==> src/rtl/prog_time_base.sv <==
// Programmable time base: periodic or one-shot tick generator with a
// double-buffered terminal count and a wrapping tick event counter.
module prog_time_base #(
  parameter int CNT_W      = 27,
  parameter int TC_DEFAULT = 99999999,
  parameter int TICK_W     = 16
) (
  input  logic              clk,
  input  logic              reset,
  input  logic              enable,
  input  logic              mode,
  input  logic              start,
  input  logic              sync_clear,
  input  logic              tc_load,
  input  logic [CNT_W-1:0]  tc_value,
  output logic              tick,
  output logic [CNT_W-1:0]  count,
  output logic [CNT_W-1:0]  tc_active,
  output logic              tc_pending,
  output logic              busy,
  output logic [TICK_W-1:0] tick_cnt
);

  typedef enum logic {
    IDLE = 1'b0,
    RUN  = 1'b1
  } state_t;

  localparam logic [CNT_W-1:0]  TC_RST   = CNT_W'(TC_DEFAULT);
  localparam logic [CNT_W-1:0]  CNT_ONE  = CNT_W'(1);
  localparam logic [TICK_W-1:0] TICK_ONE = TICK_W'(1);

  state_t            state;
  state_t            state_nx;
  logic [CNT_W-1:0]  count_nx;
  logic              tick_nx;
  logic [TICK_W-1:0] tick_cnt_nx;
  logic [CNT_W-1:0]  tc_nx;
  logic [CNT_W-1:0]  pend_val;
  logic [CNT_W-1:0]  pend_nx;
  logic              pending_nx;
  logic              term;
  logic              trig;
  logic              apply;

  assign busy = (state == RUN);

  always_comb begin
    term = (state == RUN) && enable
        && (count >= tc_active);
    trig = (state == IDLE) && enable
        && (!mode || start);
    // A new terminal count may only land on a
    // period boundary; a soft clear defers it.
    apply = ((state == IDLE) || term)
         && !sync_clear;
  end

  always_comb begin
    state_nx    = state;
    count_nx    = count;
    tick_nx     = 1'b0;
    tick_cnt_nx = tick_cnt;

    unique case (state)
      IDLE: begin
        count_nx = '0;
        if (trig) begin
          state_nx = RUN;
        end
      end
      RUN: begin
        if (term) begin
          count_nx    = '0;
          tick_nx     = 1'b1;
          tick_cnt_nx = tick_cnt + TICK_ONE;
          if (mode) begin
            state_nx = IDLE;
          end
        end else if (enable) begin
          count_nx = count + CNT_ONE;
        end
      end
      default: begin
        state_nx = IDLE;
        count_nx = '0;
      end
    endcase

    if (sync_clear) begin
      state_nx    = IDLE;
      count_nx    = '0;
      tick_nx     = 1'b0;
      tick_cnt_nx = '0;
    end
  end

  always_comb begin
    tc_nx      = tc_active;
    pend_nx    = pend_val;
    pending_nx = tc_pending;

    unique case (1'b1)
      tc_load && apply: begin
        tc_nx      = tc_value;
        pending_nx = 1'b0;
      end
      tc_load && !apply: begin
        pend_nx    = tc_value;
        pending_nx = 1'b1;
      end
      !tc_load && apply && tc_pending: begin
        tc_nx      = pend_val;
        pending_nx = 1'b0;
      end
      default: begin
      end
    endcase
  end

  always_ff @(posedge clk) begin
    if (reset) begin
      state      <= IDLE;
      count      <= '0;
      tick       <= 1'b0;
      tick_cnt   <= '0;
      tc_active  <= TC_RST;
      pend_val   <= '0;
      tc_pending <= 1'b0;
    end else begin
      state      <= state_nx;
      count      <= count_nx;
      tick       <= tick_nx;
      tick_cnt   <= tick_cnt_nx;
      tc_active  <= tc_nx;
      pend_val   <= pend_nx;
      tc_pending <= pending_nx;
    end
  end

endmodule

==> config.mk <==
export PLATFORM = sky130hd
export DESIGN_NAME = prog_time_base
export DESIGN_NICKNAME = d
export VERILOG_FILES = /design/src/rtl/prog_time_base.sv
export SDC_FILE = /design/constraint.sdc
export NUM_CORES = 1
export LEC_CHECK = 0
export CAP_MARGIN = 20
export CORE_UTILIZATION = 35
export CTS_CLUSTER_SIZE = 16
export DETAILED_ROUTE_END_ITERATION = 8
export HOLD_SLACK_MARGIN = 0.05
export PLACE_DENSITY = 0.7
export SYNTH_ARGS = -nofsm -noshare
export SYNTH_HDL_FRONTEND = slang
export SYNTH_SLANG_ARGS = --single-unit
export TNS_END_PERCENT = 100
==> constraint.sdc <==
create_clock -name clk -period 2.8 [get_ports clk]
set_input_delay 0.56 -clock clk [delete_from_list [all_inputs] [get_ports clk]]
set_output_delay 0.56 -clock clk [all_outputs]
set_load 0.03 [all_outputs]
==> impl_metrics.yaml <==
outcome:
  status: "completed"
final_layout:
  synthToLayoutAreaGrowth_pct: 33.02
  drive_gt1_frac: 0.07018
  n_antenna_cell: 0
  fill_cells: 1325
  fin_nets: 742
timing:
  fin_setup_tns_ps: 0
  fin_skew_ps: 12.14
  setup_violations: 0
  timing.final.crit_share: 0.9419
  finalWorstPathRequiredPeriod_ps: 2637
  tightestPinTransition_ps: 677.2
  final_max_slew_viol_count: 0
  finalHoldViolCount: 0
  rsz0062_at_grt: "true"
  max_freq_mhz: 379.2
  max_slew_margin: 0.5468
worst_setup_path:
  crit_arrival_ps: 2900
  worstPathRequired_ps: 3070
  start_kind: "flip-flop"
  end_kind: "flip-flop"
  path_max_fanout: 30
  reg2reg_slack_ps: 160
  worstSetupPathType: "flip-flop to flip-flop"
  reg2reg_depth: 10
  worstReg2RegStart: "tc_active[8]"
  r2r-end: "tick_cnt[7]"
detailed_routing:
  ant_nets: 0
  drt_first_pass_iters: 4
  drt_iter0_markers: 382
  drc: 0
  drt_wl_total_um: 13700
  wl_per_cell_um: 15.86
  vias: 4524
  vias_per_cell: 5.236
logic_synthesis:
  async_flop_share: 0
  synth.ff_latch_count: 100
  yosysTopAreaCell: "dfxtp_1"
  synthesis.area_mm2: 0.005002
  synth_cell_types: 46
  netlist_instances: 577
  ys_top_cells_by_area: "dfxtp_1 40%, mux2i_1 7.4%, ha_1 7.3%"
  yosys-top-cells-count: "100 x dfxtp_1, 64 x nand2_1, 63 x nor2_1, 37 x mux2i_1, 31 x inv_1"
  synth_seq_area_share: 0.4002
  synth.avg_cell_area_um2: 8.669
  synth-warning-count: 0
  netlist.area_leader.share: 0.4002
  synth_edf_count: 0
  yosysMostFrequentCell: "dfxtp_1"
  synth_fp_nets: 640
  ys.flop_type: "dfxtp_1"
place:
  dp_hpwl_um: 10210
  gp_congestion: 0.8061
  io_buffer_count: 106
worst_hold_path:
  hold_start: "pend_val[10]"
  holdPathEnd: "pend_val[10]"
  holdPathStages: 2
  min-delay-path-class: "flip-flop to flip-flop"
grt:
  grt_pass1_wl_um: 21850
  grt_pass1_vias: 4301
  grt_max_degree: 56
  grt_usage: 0.1883
  overflow: 0
  antenna_found_initial: 0
clock_network:
  cts.clk_slew.worst_paths_ps: 70
  cts_root_buffer: "clkbuf_16"
  clk_latency_ps: 350
  cts_made_buffers: 9
  cts_tree: "built"
  htree_levels: 3
  clkSinkCount: 100
  cts-hold-fix-buffers: 0
  cts_buffer_depth: 2
die:
  io-pin-count: 107
  fp.dieW_um: 121.6
  fp.coreArea_mm2: 0.01393
  die_h_um: 121.6
  rows: 43
  die_area_mm2: 0.01477
  start_util: 0.3590
power_and_ir_drop:
  ir_worst_vdd_mv: 0.3107
  power-per-cell-area_mw_per_mm2: 490.5
  p_total_mw: 3.264
  p_leak_nw: 2.679
run:
  drv_cap: 0
==> per-stage QoR <==
| stage | cell area, um^2 | util | hold slack (ps) | setup WS (ps) | std cells |
|---|---|---|---|---|---|
| 5_1_grt | 6654 | 0.4775 | 515.2 | 9.379 | 864 |
| 3_5_place_dp | 6305 | 0.4525 | 478.6 | 171.6 | 848 |
| 3_3_place_gp | 6305 | 0.4525 | 466.1 | 250.3 | 848 |
| 2_1_floorplan | 5002 | - | 454.3 | 175.0 | 577 |
| 6_report | 6654 | 0.4775 | 492.7 | 162.5 | 864 |
| 4_1_cts | 6623 | 0.4753 | 493.7 | 130.7 | 864 |
==> layout by cell type (no fill, tap or decap), drive strengths merged, types with 2 or more instances in the layout <==
cell type      instances
ha                    29
nand2                 64
a21oi                 19
nand4                 16
a21o                   2
nor4                   5
dfxtp                100
a311oi                 2
clkbuf                10
nor3                   7
nand2b                12
a211oi                 3
xor2                  19
o211ai                 2
and2                   2
a221oi                 8
and4                   2
or3                   11
o21a                   2
nand3                 20
clkinv                 2
o311ai                 4
xnor2                  6
o21ai                 30
and3                   8
nor2                  63
o41ai                  4
or4                    4
inv                   34
mux2i                 37
o31ai                  4
buf                   18
or2                    2
clkdlybuf4s50        105
a221o                 21
==> worst max path at each step <==
stage	depth (start not counted)	from	to
2_1_floorplan	10	tc_active[8]	tc_active[21]
3_3_place_gp	10	tc_active[8]	tick_cnt[8]
3_5_place_dp	9	tc_active[6]	tc_active[17]
4_1_cts	10	tc_active[8]	tick_cnt[7]
5_1_grt	10	tc_active[8]	tick_cnt[8]
6_report	10	tc_active[8]	tick_cnt[7]
==> power breakdown <==
part	total, mW	internal [mW]	switching (mW)
combinational	0.428	0.191	0.237
sequential	1.52	1.48	0.0458
clock	1.31	0.736	0.576
total	3.26	2.40	0.859
==> sequential cells by signal, indices dropped and copies added, names as in the netlist <==
name,cells
count,27
pend_val,27
tc_pending,1
busy,1
tc_active,27
tick_cnt,16
tick,1
==> cell families (layout without fill, tap and decap cells) <==
| kind of cell | count (synthesis) | after routing | share of synthesized area |
|---|---|---|---|
| xor gates and xnor gates | 25 | 25 | 0.04377 |
| DFF | 100 | 100 | 0.4002 |
| muxes | 37 | 37 | 0.07404 |
| AOI/OAI and AO/OA | 105 | 105 | 0.1511 |
| and+or+nand+nor | 218 | 218 | 0.2056 |
| adders and majority gates | 29 | 29 | 0.07254 |
| buffers and inverters | 63 | 170 | 0.05278 |
==> final cells by class <==
type	count	area [um^2]	share of cell area
Inverter	31	116.4	0.01749
Sequential cell	100	2008	0.3018
Tap cell	180	225.2	0.03385
Timing Repair Buffer	123	1221	0.1835
Clock inverter	6	78.83	0.01185
Clock buffer	10	239.0	0.03592
Multi-Input combinational cell	414	2765	0.4156
==> critical path, stage by stage, from the launching register on <==
cell       delay, ps
dfxtp_1          340
inv_1             90
ha_1             310
nand4_1          170
a211oi_2         220
a2111oi_2         80
o211a_1          300
o21a_4           230
buf_12           160
or4_1            500
a21oi_1          150
==> metal layers <==
metal / share of wire / GRT usage
met1: 0.46 / 0.2481
met2: 0.48 / 0.3022
met3: 0.037 / 0.03558
met5: 0 / 0
met4: 0.025 / 0.07562
==> repair_timing <==
item | in CTS | in global routing
endpoints found under the setup margin | 0 | 34
setup buffers | 0 | 0
gates resized for setup | 0 | 10
(Power assumes the default switching activity.)
